===== config.mk =====
export PLATFORM = sky130hd
export DESIGN_NAME = axi_lite_manager_flat
export DESIGN_NICKNAME = d
export VERILOG_FILES = /design/src/rtl/axi_lite_manager_if.sv /design/src/rtl/axi_lite_manager.sv /design/src/flat_wrapper.sv
export SDC_FILE = /design/constraint.sdc
export NUM_CORES = 1
export LEC_CHECK = 0
export CAP_MARGIN = 20
export CORE_AREA = 2 2 178 180
export DETAILED_ROUTE_END_ITERATION = 8
export DIE_AREA = 0 0 180 182
export GPL_ROUTABILITY_DRIVEN = 0
export HOLD_SLACK_MARGIN = 0.02
export PLACE_DENSITY_LB_ADDON = 0.1
export SYNTH_ARGS = -nofsm -noshare
export SYNTH_HDL_FRONTEND = slang
export SYNTH_SLANG_ARGS = --single-unit
export TNS_END_PERCENT = 50

===== constraint.sdc =====
create_clock -name ACLK -period 20.9 [get_ports ACLK]
set_clock_uncertainty 0.1 [all_clocks]
set_input_delay 4.18 -clock ACLK [delete_from_list [all_inputs] [get_ports ACLK]]
set_output_delay 4.18 -clock ACLK [all_outputs]
set_load 0.05 [all_outputs]

===== src/rtl/axi_lite_manager_if.sv =====
// AXI4-Lite channel bundle shared by a manager and a subordinate.
// Burst fields are carried so the bundle also fits full AXI4 peers.
interface axi4_if #(
    parameter int ADDR_W = 32,
    parameter int DATA_W = 64,
    parameter int ID_W   = 4
);
    logic                awvalid, awready;
    logic [ID_W-1:0]     awid;
    logic [ADDR_W-1:0]   awaddr;
    logic [7:0]          awlen;
    logic [2:0]          awsize;
    logic [1:0]          awburst;
    logic                wvalid, wready, wlast;
    logic [DATA_W-1:0]   wdata;
    logic [DATA_W/8-1:0] wstrb;
    logic                bvalid, bready;
    logic [ID_W-1:0]     bid;
    logic [1:0]          bresp;
    logic                arvalid, arready;
    logic [ID_W-1:0]     arid;
    logic [ADDR_W-1:0]   araddr;
    logic [7:0]          arlen;
    logic [2:0]          arsize;
    logic [1:0]          arburst;
    logic                rvalid, rready, rlast;
    logic [ID_W-1:0]     rid;
    logic [DATA_W-1:0]   rdata;
    logic [1:0]          rresp;

    modport manager_mp (
        output awvalid, awid, awaddr, awlen, awsize, awburst,
        output wvalid, wdata, wstrb, wlast, bready,
        output arvalid, arid, araddr, arlen, arsize, arburst, rready,
        input  awready, wready, bvalid, bid, bresp,
        input  arready, rvalid, rid, rdata, rresp, rlast
    );

    modport subordinate_mp (
        input  awvalid, awid, awaddr, awlen, awsize, awburst,
        input  wvalid, wdata, wstrb, wlast, bready,
        input  arvalid, arid, araddr, arlen, arsize, arburst, rready,
        output awready, wready, bvalid, bid, bresp,
        output arready, rvalid, rid, rdata, rresp, rlast
    );
endinterface


===== src/rtl/axi_lite_manager.sv =====
// Single-outstanding AXI4-Lite manager: one command in, one AXI transaction
// out, one response back, with response timeout and ID-mismatch filtering.
module axi_lite_manager #(
    parameter int ADDR_W  = 32,
    parameter int DATA_W  = 64,
    parameter int ID_W    = 4,
    parameter int TIMEOUT = 256
) (
    input  logic                ACLK,
    input  logic                ARESETn,
    input  logic                cmd_valid,
    output logic                cmd_ready,
    input  logic                cmd_write,
    input  logic [ID_W-1:0]     cmd_id,
    input  logic [ADDR_W-1:0]   cmd_addr,
    input  logic [DATA_W-1:0]   cmd_wdata,
    input  logic [DATA_W/8-1:0] cmd_wstrb,
    output logic                rsp_valid,
    input  logic                rsp_ready,
    output logic                rsp_write,
    output logic [ID_W-1:0]     rsp_id,
    output logic [DATA_W-1:0]   rsp_rdata,
    output logic [1:0]          rsp_resp,
    output logic [7:0]          err_cnt,
    axi4_if.manager_mp          m
);
    localparam int STRB_W = DATA_W / 8;
    localparam int TW = (TIMEOUT > 1) ? $clog2(TIMEOUT + 1) : 1;
    localparam logic [TW-1:0] TMO_LAST = TW'((TIMEOUT > 0) ? TIMEOUT - 1 : 0);
    localparam logic [2:0] AXSIZE = 3'($clog2(STRB_W));

    typedef enum logic [2:0] {IDLE, WR_REQ, WR_RESP, RD_REQ, RD_RESP, RSP} state_t;

    state_t              state;
    logic                write_q, aw_done, w_done;
    logic [ID_W-1:0]     id_q;
    logic [ADDR_W-1:0]   addr_q;
    logic [DATA_W-1:0]   wdata_q;
    logic [STRB_W-1:0]   wstrb_q;
    logic                awvalid_q, wvalid_q, arvalid_q, bready_q, rready_q;
    logic [TW-1:0]       tmo_cnt;

    logic                aw_hs, w_hs, resp_hit, resp_bad, tmo_hit;
    logic [1:0]          hit_resp;
    logic [DATA_W-1:0]   hit_data;
    logic                unused_ok;

    assign aw_hs    = awvalid_q && m.awready;
    assign w_hs     = wvalid_q && m.wready;
    // Only the channel belonging to the current transaction is ever READY.
    assign resp_hit = write_q ? (m.bvalid && m.bid == id_q) : (m.rvalid && m.rid == id_q);
    assign resp_bad = write_q ? (m.bvalid && m.bid != id_q) : (m.rvalid && m.rid != id_q);
    assign hit_resp = write_q ? m.bresp : m.rresp;
    assign hit_data = write_q ? '0 : m.rdata;
    assign tmo_hit  = (TIMEOUT != 0) && (tmo_cnt == TMO_LAST);
    assign unused_ok = m.rlast;

    assign m.awvalid = awvalid_q;
    assign m.awid    = id_q;
    assign m.awaddr  = addr_q;
    assign m.awlen   = 8'd0;
    assign m.awsize  = AXSIZE;
    assign m.awburst = 2'b01;
    assign m.wvalid  = wvalid_q;
    assign m.wdata   = wdata_q;
    assign m.wstrb   = wstrb_q;
    assign m.wlast   = 1'b1;
    assign m.bready  = bready_q;
    assign m.arvalid = arvalid_q;
    assign m.arid    = id_q;
    assign m.araddr  = addr_q;
    assign m.arlen   = 8'd0;
    assign m.arsize  = AXSIZE;
    assign m.arburst = 2'b01;
    assign m.rready  = rready_q;

    always_ff @(posedge ACLK or posedge ARESETn) begin
        if (ARESETn) begin
            state     <= IDLE;
            cmd_ready <= 1'b0;
            write_q   <= 1'b0;
            aw_done   <= 1'b0;
            w_done    <= 1'b0;
            id_q      <= '0;
            addr_q    <= '0;
            wdata_q   <= '0;
            wstrb_q   <= '0;
            awvalid_q <= 1'b0;
            wvalid_q  <= 1'b0;
            arvalid_q <= 1'b0;
            bready_q  <= 1'b0;
            rready_q  <= 1'b0;
            tmo_cnt   <= '0;
            rsp_valid <= 1'b0;
            rsp_write <= 1'b0;
            rsp_id    <= '0;
            rsp_rdata <= '0;
            rsp_resp  <= 2'b00;
            err_cnt   <= 8'h00;
        end else begin
            case (state)
                IDLE: begin
                    cmd_ready <= 1'b1;
                    if (cmd_ready && cmd_valid) begin
                        cmd_ready <= 1'b0;
                        write_q   <= cmd_write;
                        id_q      <= cmd_id;
                        addr_q    <= cmd_addr;
                        wdata_q   <= cmd_wdata;
                        wstrb_q   <= cmd_wstrb;
                        if (cmd_write) begin
                            state     <= WR_REQ;
                            awvalid_q <= 1'b1;
                            wvalid_q  <= 1'b1;
                            aw_done   <= 1'b0;
                            w_done    <= 1'b0;
                        end else begin
                            state     <= RD_REQ;
                            arvalid_q <= 1'b1;
                        end
                    end
                end
                WR_REQ: begin
                    if (aw_hs) begin
                        awvalid_q <= 1'b0;
                        aw_done   <= 1'b1;
                    end
                    if (w_hs) begin
                        wvalid_q <= 1'b0;
                        w_done   <= 1'b1;
                    end
                    if ((aw_done || aw_hs) && (w_done || w_hs)) begin
                        state    <= WR_RESP;
                        bready_q <= 1'b1;
                        tmo_cnt  <= '0;
                    end
                end
                RD_REQ: begin
                    if (m.arready) begin
                        arvalid_q <= 1'b0;
                        rready_q  <= 1'b1;
                        tmo_cnt   <= '0;
                        state     <= RD_RESP;
                    end
                end
                WR_RESP, RD_RESP: begin
                    if (resp_bad && err_cnt != 8'hFF)
                        err_cnt <= err_cnt + 8'd1;
                    if (resp_hit || tmo_hit) begin
                        state     <= RSP;
                        bready_q  <= 1'b0;
                        rready_q  <= 1'b0;
                        rsp_valid <= 1'b1;
                        rsp_write <= write_q;
                        rsp_id    <= id_q;
                        rsp_resp  <= resp_hit ? hit_resp : 2'b10;
                        rsp_rdata <= resp_hit ? hit_data : '0;
                    end else begin
                        tmo_cnt <= tmo_cnt + 1'b1;
                    end
                end
                RSP: begin
                    if (rsp_ready) begin
                        rsp_valid <= 1'b0;
                        cmd_ready <= 1'b1;
                        state     <= IDLE;
                    end
                end
                default: state <= IDLE;
            endcase
        end
    end
endmodule


===== src/flat_wrapper.sv =====
// flat-port wrapper written by rule: the top's interface ports become plain ports
module axi_lite_manager_flat 
#(
    parameter int ADDR_W  = 32,
    parameter int DATA_W  = 64,
    parameter int ID_W    = 4,
    parameter int TIMEOUT = 256
)
  (ACLK, ARESETn, cmd_valid, cmd_ready, cmd_write, cmd_id, cmd_addr, cmd_wdata, cmd_wstrb, rsp_valid, rsp_ready, rsp_write, rsp_id, rsp_rdata, rsp_resp, err_cnt, m_awvalid, m_awid, m_awaddr, m_awlen, m_awsize, m_awburst, m_wvalid, m_wdata, m_wstrb, m_wlast, m_bready, m_arvalid, m_arid, m_araddr, m_arlen, m_arsize, m_arburst, m_rready, m_awready, m_wready, m_bvalid, m_bid, m_bresp, m_arready, m_rvalid, m_rid, m_rdata, m_rresp, m_rlast);
  axi4_if #(.ADDR_W(ADDR_W), .DATA_W(DATA_W), .ID_W(ID_W)) m_i ();
  input  logic ACLK;
  input  logic ARESETn;
  input  logic cmd_valid;
  output logic cmd_ready;
  input  logic cmd_write;
  input  logic [ID_W-1:0] cmd_id;
  input  logic [ADDR_W-1:0] cmd_addr;
  input  logic [DATA_W-1:0] cmd_wdata;
  input  logic [DATA_W/8-1:0] cmd_wstrb;
  output logic rsp_valid;
  input  logic rsp_ready;
  output logic rsp_write;
  output logic [ID_W-1:0] rsp_id;
  output logic [DATA_W-1:0] rsp_rdata;
  output logic [1:0] rsp_resp;
  output logic [7:0] err_cnt;
  output wire logic [$bits(m_i.awvalid)-1:0] m_awvalid;
  output wire logic [$bits(m_i.awid)-1:0] m_awid;
  output wire logic [$bits(m_i.awaddr)-1:0] m_awaddr;
  output wire logic [$bits(m_i.awlen)-1:0] m_awlen;
  output wire logic [$bits(m_i.awsize)-1:0] m_awsize;
  output wire logic [$bits(m_i.awburst)-1:0] m_awburst;
  output wire logic [$bits(m_i.wvalid)-1:0] m_wvalid;
  output wire logic [$bits(m_i.wdata)-1:0] m_wdata;
  output wire logic [$bits(m_i.wstrb)-1:0] m_wstrb;
  output wire logic [$bits(m_i.wlast)-1:0] m_wlast;
  output wire logic [$bits(m_i.bready)-1:0] m_bready;
  output wire logic [$bits(m_i.arvalid)-1:0] m_arvalid;
  output wire logic [$bits(m_i.arid)-1:0] m_arid;
  output wire logic [$bits(m_i.araddr)-1:0] m_araddr;
  output wire logic [$bits(m_i.arlen)-1:0] m_arlen;
  output wire logic [$bits(m_i.arsize)-1:0] m_arsize;
  output wire logic [$bits(m_i.arburst)-1:0] m_arburst;
  output wire logic [$bits(m_i.rready)-1:0] m_rready;
  input wire logic [$bits(m_i.awready)-1:0] m_awready;
  input wire logic [$bits(m_i.wready)-1:0] m_wready;
  input wire logic [$bits(m_i.bvalid)-1:0] m_bvalid;
  input wire logic [$bits(m_i.bid)-1:0] m_bid;
  input wire logic [$bits(m_i.bresp)-1:0] m_bresp;
  input wire logic [$bits(m_i.arready)-1:0] m_arready;
  input wire logic [$bits(m_i.rvalid)-1:0] m_rvalid;
  input wire logic [$bits(m_i.rid)-1:0] m_rid;
  input wire logic [$bits(m_i.rdata)-1:0] m_rdata;
  input wire logic [$bits(m_i.rresp)-1:0] m_rresp;
  input wire logic [$bits(m_i.rlast)-1:0] m_rlast;
  assign m_awvalid = m_i.awvalid;
  assign m_awid = m_i.awid;
  assign m_awaddr = m_i.awaddr;
  assign m_awlen = m_i.awlen;
  assign m_awsize = m_i.awsize;
  assign m_awburst = m_i.awburst;
  assign m_wvalid = m_i.wvalid;
  assign m_wdata = m_i.wdata;
  assign m_wstrb = m_i.wstrb;
  assign m_wlast = m_i.wlast;
  assign m_bready = m_i.bready;
  assign m_arvalid = m_i.arvalid;
  assign m_arid = m_i.arid;
  assign m_araddr = m_i.araddr;
  assign m_arlen = m_i.arlen;
  assign m_arsize = m_i.arsize;
  assign m_arburst = m_i.arburst;
  assign m_rready = m_i.rready;
  assign m_i.awready = m_awready;
  assign m_i.wready = m_wready;
  assign m_i.bvalid = m_bvalid;
  assign m_i.bid = m_bid;
  assign m_i.bresp = m_bresp;
  assign m_i.arready = m_arready;
  assign m_i.rvalid = m_rvalid;
  assign m_i.rid = m_rid;
  assign m_i.rdata = m_rdata;
  assign m_i.rresp = m_rresp;
  assign m_i.rlast = m_rlast;
  axi_lite_manager #(.ADDR_W(ADDR_W), .DATA_W(DATA_W), .ID_W(ID_W), .TIMEOUT(TIMEOUT)) u_core (.ACLK(ACLK), .ARESETn(ARESETn), .cmd_valid(cmd_valid), .cmd_ready(cmd_ready), .cmd_write(cmd_write), .cmd_id(cmd_id), .cmd_addr(cmd_addr), .cmd_wdata(cmd_wdata), .cmd_wstrb(cmd_wstrb), .rsp_valid(rsp_valid), .rsp_ready(rsp_ready), .rsp_write(rsp_write), .rsp_id(rsp_id), .rsp_rdata(rsp_rdata), .rsp_resp(rsp_resp), .err_cnt(err_cnt), .m(m_i));
endmodule

==> After elaboration in Yosys (flattened, before gate mapping) <==
Cells that the tools add are included.
{ "op_classes": {"add_sub_neg": 2, "eq_ne": 21, "n_mux": 44, "n_reduce_logical": 33} }
{ "op_table": {"columns": ["cell", "count"], "rows": [
  ["two-way mux 64 bit", 2],
  ["two-way mux 9 bit", 3],
  ["one-hot mux 9 bit (3 select lines)", 1],
  ["two-way mux 1 bit", 20],
  ["one-hot mux 1 bit (2 select lines)", 9],
  ["AND reduction 4 bit", 4],
  ["two-way mux 3 bit", 5],
  ["one-hot mux 3 bit (5 select lines)", 1],
  ["nonzero test 2 bit", 6],
  ["!= test 2 x 1 -> 1 bit, second input constant", 5],
  ["!= test 2 bit, second input constant", 5],
  ["adder 9 x 1 -> 9 bit, second input constant", 1],
  ["equality test 9 x 8 -> 1 bit, second input constant", 1],
  ["logical AND 1 bit", 9],
  ["AND reduction 3 bit", 3],
  ["adder 8 x 1 -> 8 bit, second input constant", 1],
  ["equality test 4 bit", 2],
  ["!= test 4 bit", 2],
  ["!= test 8 bit, second input constant", 1],
  ["AND reduction 2 bit", 4],
  ["equality test 3 x 2 -> 1 bit, second input constant", 2],
  ["equality test 3 bit, second input constant", 2],
  ["two-way mux 2 bit", 3],
  ["AND reduction 5 bit", 1],
  ["other kinds (5)", 7]
]} }
{ "totals": {"regBits": 209, "input_bits": 195, "output_inout_bits": 257, "elab_cells": 121} }

==> Depth between registers and ports, before layout <==
Gate-level depths: netlist of the first run.
{ "depth": {"word_depth": 6, "ltp_mapped": 10} }

==> Worst setup path before layout of the first run <==
Ideal clock, no wire load.
{ "synth_path": {"path_kind": "input-to-reg", "start": "in m_rid[2]", "end": "reg u_core.rsp_id[0]", "t_arrival_ps": 5520, "required_time_ps": 20672, "path_slack_ps": 15152, "cell_stages": 7, "path_cell_list": "xnor2_1 > and4_4 > a221oi_2 > nand2b_1 > buf_6 > buf_8 > mux2_1"} }
{ "synth_via": {"elab_chain_len": 5} }
{ "synth_rtl": {"columns": ["element", "line_no", "text"], "rows": [
  ["from (decl)", "flat_wrapper.sv:52", "input wire logic [$bits(m_i.rid)-1:0] m_rid;"],
  ["equality test 4 bit", "axi_lite_manager.sv:51", "assign resp_hit = write_q ? (m.bvalid && m.bid == id_q) : (m.rvalid && m.rid == id_q);"],
  ["logical AND 1 bit", "axi_lite_manager.sv:51", null],
  ["two-way mux 1 bit", "axi_lite_manager.sv:51", null],
  ["logical OR 1 bit", "axi_lite_manager.sv:149", "if (resp_hit || tmo_hit) begin"],
  ["AND reduction 2 bit (no source line)", null, null],
  ["to (signal assigned)", "axi_lite_manager.sv:155", "rsp_id <= id_q;"],
  ["to (decl)", "axi_lite_manager.sv:21", "output logic [ID_W-1:0] rsp_id,"]
]} }
No other way between the ends.
A chain may end at the register's enable or synchronous reset.

==> Worst setup path in the final report of the first run <==
{ "layout_path": {"start": "in cmd_valid", "end": "reg u_core.addr_q[10] (netlist: u_core.m.araddr[10])"} }
{ "layout_via": {"elab_chain_len": 2} }
{ "layout_rtl": {"columns": ["element", "line_no", "text"], "rows": [
  ["from (decl)", "flat_wrapper.sv:13", "input logic cmd_valid;"],
  ["logical AND 1 bit", "axi_lite_manager.sv:104", "if (cmd_ready && cmd_valid) begin"],
  ["AND reduction 2 bit (no source line)", null, null],
  ["to (signal assigned)", "axi_lite_manager.sv:108", "addr_q <= cmd_addr;"],
  ["to (decl)", "axi_lite_manager.sv:37", "logic [ADDR_W-1:0] addr_q;"]
]} }
No other way between the ends.

==> summary.md, run 1 <==
| Metric | Value |
|---|---|
| Status | finished, final reports clean |
| Syn Inst Count | 704 |
| Ports | 452 |
| Height of the die | 182 µm |
| Power Dens Cells | 182 mW/mm² |
| Fin. Hold Viols | 0 |
| Setup-failing EPs final | 0 |
| GRT Residual Overflow | 0 |
| Clock buffer depth | 3 |
| Slew Viols, Final | 0 |
| CTS clk-pin slew, worst paths | 0.06 ns |
| Synthesized cell area | 0.00904 mm² |
| Crit Reg-Reg Startpoint | u_core.tmo_cnt[0] |
| Post-CTS Setup Bufs | 0 |
| Residual DRC count | 0 |
| Final min period | 6.50 ns |
| Seq cells post-synth | 209 |
| Layout cells sized above 1 | 0.146 |
| Routed Antenna Nets | 0 |
| Critical Path AT | 6.79 ns |
| Yosys warnings | 0 |
| First-pass GRT wire length | 42,000 µm |
| Iter 0 DRT Violations | 288 |
| RSZ-0062 raised after global routing | no |
| Final Non-Filler Cells | 1,500 |
| Initial antenna violation count | 2 |
| CP max stage delay | 0.73 ns |
| Largest net degree at the start of global routing | 91 |
| Via count | 6,792 |
| Rel. slew slack | 0.442 |
| Port-buffer cells | 423 |
| Final worst path period share | 0.311 |
| Leakage power | 0.00660 µW |
| Crit-path cells | clkdlybuf4s50_1 > nand2_1 > nor4_2 > buf_4 > buf_4 > mux2_2 |
| CP Launch Point | cmd_valid |
| CP startpoint kind | primary input |
| Type of the worst setup path | primary input to register |
| Vias in the first global route | 6,763 |
| CTS resizes | 0 |
| Layout fillers | 2,919 |
| Die W | 180 µm |
| R2r setup slk | 17.65 ns |
| Pin slew with the least headroom to its limit | 0.837 ns |
| Final WS setup | 14.40 ns |
| Area grow syn2layout | 55.2% |
| Cts hold-fix bufs | 0 |
| Syn avg cell area | 12.8 µm² |
| WL/cell | 18.8 µm |
| Dpl hpwl | 19,900 µm |
| Nets | 1,280 |
| Post-DR vias/cell | 4.53 |
| Setup TNS | 0 ns |
| GRT Overall Usage | 0.164 |
| # Max-Cap Violations | 0 |
| CTS Sinks | 209 |
| Clk Latency, worst-skew pair | 0.53 ns |
| CTS Buf Count | 26 |
| H-tree Lvls | 1 |
| Critical Path RT | 21.19 ns |
| First drt pass iteration count | 4 |
| Min-delay src | u_core.rsp_rdata[38] |
| Fmax | 154 MHz |
| Crit path max fanout | 59 |
| Inst Count DP | 1,456 |
| Core Box Area | 0.0310 mm² |
| Dpl ws | 13.83 ns |
| Die ar. | 0.0328 mm² |
| Cell repeated most along the worst path | buf_4 |
| Slowest CP cell | buf_4 |
| Sequential element share of the synthesized area | 0.579 |
| CP Capture Type | register |
| CTS tree | built |
| Effective utilization at floorplan | 0.292 |
| Post-Route WL | 28,100 µm |
| Row count | 65 |
| Netlist cell types | 40 |
| Peak VDD IR | 0.000151 V |
| HP Class | register to register |
| Root Driver | clkbuf_16 |
-- routing by layer --
layer	track usage	wire (µm)
met5	0	0
met1	0.193	11100
met3	0.0385	1650
met2	0.293	14600
met4	0.0527	818
-- synthesized netlist by cell type --
master | n | share of area
dfrtp_1 | 209 | 0.58
mux2_2 | 113 | 0.14
and3_1 | 70 | 0.048
buf_4 | 70 | 0.058
a21o_1 | 66 | 0.055
buf_2 | 17 | 0.0094
clkbuf_1 | 17 | 0.0071
a21oi_1 | 15 | 0.0083
nand2_1 | 14 | 0.0058
xnor2_1 | 14 | 0.014
nor2_1 | 13 | 0.0054
a31oi_1 | 10 | 0.0069
inv_1 | 9 | 0.0037
o21ai_0 | 7 | 0.0039
nand2b_1 | 5 | 0.0035
o21a_1 | 5 | 0.0042
mux2_1 | 4 | 0.0050
nand3_1 | 4 | 0.0022
nor2b_1 | 4 | 0.0028
a22o_1 | 3 | 0.0029
a22oi_1 | 3 | 0.0025
ha_1 | 3 | 0.0042
mux2i_1 | 3 | 0.0033
nand4_1 | 3 | 0.0021
a211o_1 | 2 | 0.0019
a41oi_1 | 2 | 0.0019
and4_1 | 2 | 0.0019
conb_1 | 2 | 0.00083
nor4_1 | 2 | 0.0014
o31ai_1 | 2 | 0.0017
xor2_1 | 2 | 0.0019
a221oi_1 | 1 | 0.00097
a221oi_2 | 1 | 0.0017
a32o_1 | 1 | 0.0011
a32oi_1 | 1 | 0.00097
and2_1 | 1 | 0.00069
and4_4 | 1 | 0.0012
buf_6 | 1 | 0.0012
buf_8 | 1 | 0.0017
o221a_2 | 1 | 0.0012
-- metrics by stage --
step	cell area [µm²]	util	power [µW]	hold WS (ns)
6_report	14000	0.453	2560	0.373
5_1_grt	14000	0.453	2670	0.385
3_3_place_gp	13300	0.428	2160	0.357
4_1_cts	14000	0.453	2600	0.377
2_1_floorplan	9130	-	1690	0.343
3_5_place_dp	13300	0.428	2160	0.364
-- logic make-up (layout without fill, tap and decap cells) --
group,after synthesis,in the layout,synth area share
AO/OA/AOI/OAI,120,120,0.0950
XOR/XNOR,16,16,0.0155
adder cells (fa/ha/maj),3,3,0.00415
buffers and inverters,115,482,0.0813
flip-flops,209,209,0.579
multiplexers,120,120,0.149
other,2,29,0.000831
AND/OR/NAND/NOR,119,119,0.0755
-- registers in the layout, indices dropped and copies added, names as in the netlist --
name              flops
u_core.rsp_write      1
u_core.m.rready       1
u_core.write_q        1
u_core.m.bready       1
u_core.state          3
u_core.aw_done        1
u_core.rsp_rdata     64
u_core.rsp_resp       2
u_core.m.arid         4
u_core.m.wdata       64
u_core.m.arvalid      1
u_core.m.wvalid       1
u_core.cmd_ready      1
u_core.m.araddr      32
u_core.rsp_valid      1
u_core.m.awvalid      1
u_core.rsp_id         4
u_core.m.wstrb        8
u_core.err_cnt        8
u_core.w_done         1
u_core.tmo_cnt        9
-- worst max-delay path, delay by kind of cell --
family / cells / cell delay [ns]
mux: 1 / 0.41
buf+inv: 3 / 1.84
simple gates: 2 / 0.29
-- report_power, final --
group	internal (µW)	switching, µW	total, µW
Sequential	565	118	682
Combinational	513	946	1460
Clock	248	170	418
Total	1330	1230	2560
-- final cells by class --
type                            instances  area, µm²  share of cell area
Sequential cell                       209       5230               0.373
Antenna cell                            2       5.00            0.000357
Timing Repair Buffer                  431       4290               0.306
Clock buffer                           41        768              0.0548
Tap cell                              402        503              0.0359
Clock inverter                          1       5.00            0.000357
Multi-Input combinational cell        405       3180               0.227
Inverter                                9       41.3             0.00294
-- cell usage in the layout, fill, tap and decap left out, types with 10 or more instances in the layout --
master and count:
a21o_1 66, a21oi_1 15, a31oi_1 10, and3_1 70
clkbuf_1 10, clkbuf_16 27, clkdlybuf4s50_1 423, conb_1 27
dfrtp_1 209, mux2_2 113, nand2_1 14, nor2_1 13
xnor2_1 14
-- path summary, 6_finish.rpt --
kind | end | cells past startpoint
max | u_core.m.araddr[10] | 6
min | u_core.rsp_rdata[38] | 1
max reg2reg | u_core.rsp_id[2] | 10
min reg2reg | u_core.rsp_rdata[38] | 1
max in group asynchronous | u_core.m.araddr[23] | 3
min in group asynchronous | u_core.m.araddr[10] | 2
Note: power is estimated with default switching activity, not from simulation.
==> run 2: changes to the inputs <==
- CORE_AREA: 2 2 178 180 -> 2 2 174 176
- DIE_AREA: 0 0 180 182 -> 0 0 176 178
- clock period: 20.9 -> 5.7 ns (I/O delays scaled with it)
==> run 2 against run 1 <==
Against the previous run:
- clock-buffer cell count is the same
- clock power rose to 3.7 times the previous value
- via count grew 0.16%
- worst hold slack is essentially flat
- setup slack lost 12 ns
- flip-flop and latch count is the same
- combinational power increased to 3.7 times the previous value
==> summary.md, run 2 (synthesis results as in run 1) <==
| Metric | Value |
|---|---|
| Status | finished, final reports clean |
| CP Launch Point | m_bid[1] |
| Peak VDD IR | 0.000383 V (+150%) |
| Fmax | 294 MHz |
| Leakage power | 0.00662 µW (+0.36%) |
| Height of the die | 178 µm (-2.2%) |
| CTS Sinks | 209 (unchanged) |
| Largest net degree at the start of global routing | 111 (+22%) |
| Final min period | 3.40 ns |
| CTS Buf Count | 26 (unchanged) |
| Row count | 63 (-3.1%) |
| Critical Path RT | 6.01 ns (-15.18 ns) |
| Cts hold-fix bufs | 0 (unchanged) |
| First-pass GRT wire length | 40,700 µm (-3.0%) |
| R2r setup slk | 2.39 ns (-15.26 ns) |
| Crit path max fanout | 41 (-31%) |
| Dpl hpwl | 19,300 µm (-3.0%) |
| Power Dens Cells | 665 mW/mm² (+260%) |
| Routed Antenna Nets | 0 (unchanged) |
| Die ar. | 0.0313 mm² (-4.4%) |
| Post-DR vias/cell | 4.56 (+0.63%) |
| Layout fillers | 2,695 (-7.7%) |
| Post-CTS Setup Bufs | 0 (unchanged) |
| Sw Ratio | 0.481 (-0.00126) |
| First drt pass iteration count | 4 (unchanged) |
| Initial antenna violation count | 4 (+2) |
| Clk Latency, worst-skew pair | 0.52 ns (about the same) |
| Flop pwr share | 0.267 (about the same) |
| Slew Viols, Final | 0 (unchanged) |
| CP startpoint kind | primary input |
| Hold depth | 1 (unchanged) |
| Port-buffer cells | 423 (unchanged) |
| Core Box Area | 0.0294 mm² (-5.1%) |
| RSZ-0062 raised after global routing | no |
| Via count | 6,803 (+0.16%) |
| Area grow syn2layout | 55.9% |
| GRT Residual Overflow | 0 (unchanged) |
| Post-Route WL | 27,100 µm (-3.9%) |
| Setup TNS | 0 ns (unchanged) |
| Final Non-Filler Cells | 1,493 (-0.47%) |
| Iter 0 DRT Violations | 358 (+24%) |
| Crit Reg-Reg Startpoint | u_core.tmo_cnt[0] |
| Nets | 1,281 (+0.078%) |
| HP Class | register to register |
| H-tree Lvls | 1 (unchanged) |
| # Max-Cap Violations | 0 (unchanged) |
| Most common cell after layout, fill and taps aside | clkdlybuf4s50_1 |
| Root Driver | clkbuf_16 |
| Gate power share | 0.570 (about the same) |
| Inst Count DP | 1,444 (-0.82%) |
| CTS tree | built |
| Ports | 452 (unchanged) |
| Critical Path AT | 3.71 ns (-3.08 ns) |
| Worst r2r dst | u_core.rsp_id[2] |
| Effective utilization at floorplan | 0.307 (+0.0157) |
| Hold Path End | u_core.rsp_rdata[53] |
| Clock power frac | 0.163 (about the same) |
| Min-delay src | u_core.rsp_rdata[53] |
| CTS resizes | 0 (unchanged) |
| Most frequent cells in the layout | clkdlybuf4s50_1, dfrtp_1, mux2_2 |
| WL/cell | 18.1 µm (-3.4%) |
| Die W | 176 µm (-2.2%) |
| Clock buffer depth | 3 (unchanged) |
| Rel. slew slack | 0.327 (-0.115) |
| Pin slew with the least headroom to its limit | 1.01 ns (+0.172 ns) |
| Residual DRC count | 0 (unchanged) |
| Setup-failing EPs final | 0 (unchanged) |
| CP Capture Type | register |
| Layout cells sized above 1 | 0.148 (+0.00233) |
| Fin. Hold Viols | 0 (unchanged) |
| CTS clk-pin slew, worst paths | 0.06 ns (about the same) |
| Type of the worst setup path | primary input to register |
| Net Switching | 4500 µW (+260%) |
| FF-to-FF path depth | 9 (-1) |
| GRT Overall Usage | 0.166 (+0.00252) |
| Final worst path period share | 0.597 |
| Vias in the first global route | 6,869 (+1.6%) |
| Int Power | 4860 µW (+270%) |
[run 2: power groups by stage]
stage	clock [µW]	combinational [µW]	sequential [µW]
after floorplan	0	1840	4370
after global placement	0	5390	2510
after detailed placement	0	5390	2530
after CTS	1590	5400	2510
after global routing	1650	5560	2590
final	1530	5340	2500
[run 2: cell type report]
type	count	area, µm²	share of cell area
repair buffers	432	4350	0.309
clock inverters	3	30.0	0.00213
clock buffers	41	757	0.0537
multi-input cells	405	3180	0.226
diodes	4	10.0	0.000711
well taps	390	488	0.0346
flip-flops and latches	209	5230	0.371
inverters	9	37.5	0.00266
[run 2: metal layers]
layer / routed length, µm / track usage
met5: 13 / 0
met1: 10600 / 0.198
met4: 680 / 0.0554
met3: 2170 / 0.0505
met2: 13600 / 0.287
[run 2: stage by stage]
step	area (µm²)	total power, µW	utilization	hold WS [ns]	worst slack [ns]
after global placement	13300	7890	0.451	0.357	1.68
after global routing	14100	9810	0.479	0.388	2.13
after detailed placement	13300	7910	0.451	0.364	1.70
final	14100	9370	0.479	0.372	2.30
after floorplan	9140	6210	-	0.343	1.75
after CTS	14100	9500	0.478	0.378	2.26
[run 2: how the worst max path moves through the flow]
| stage | depth (start not counted) | slack, ns | end |
|---|---|---|---|
| finish | 8 | 2.30 | u_core.rsp_rdata[9] |
| global route | 8 | 2.13 | u_core.rsp_rdata[30] |
| CTS | 8 | 2.26 | u_core.rsp_rdata[9] |
| detailed placement | 8 | 1.70 | u_core.rsp_rdata[9] |
| global placement | 8 | 1.68 | u_core.rsp_rdata[28] |
| floorplan | 1 | 1.75 | u_core.aw_done |
[run 2: critical path, stage by stage]
cell             delay (ns)
clkdlybuf4s50_1        0.41
xnor2_1                0.31
and4_1                 0.29
a221oi_2               0.07
buf_4                  0.19
nand2b_2               0.67
buf_12                 0.41
a21o_1                 0.19
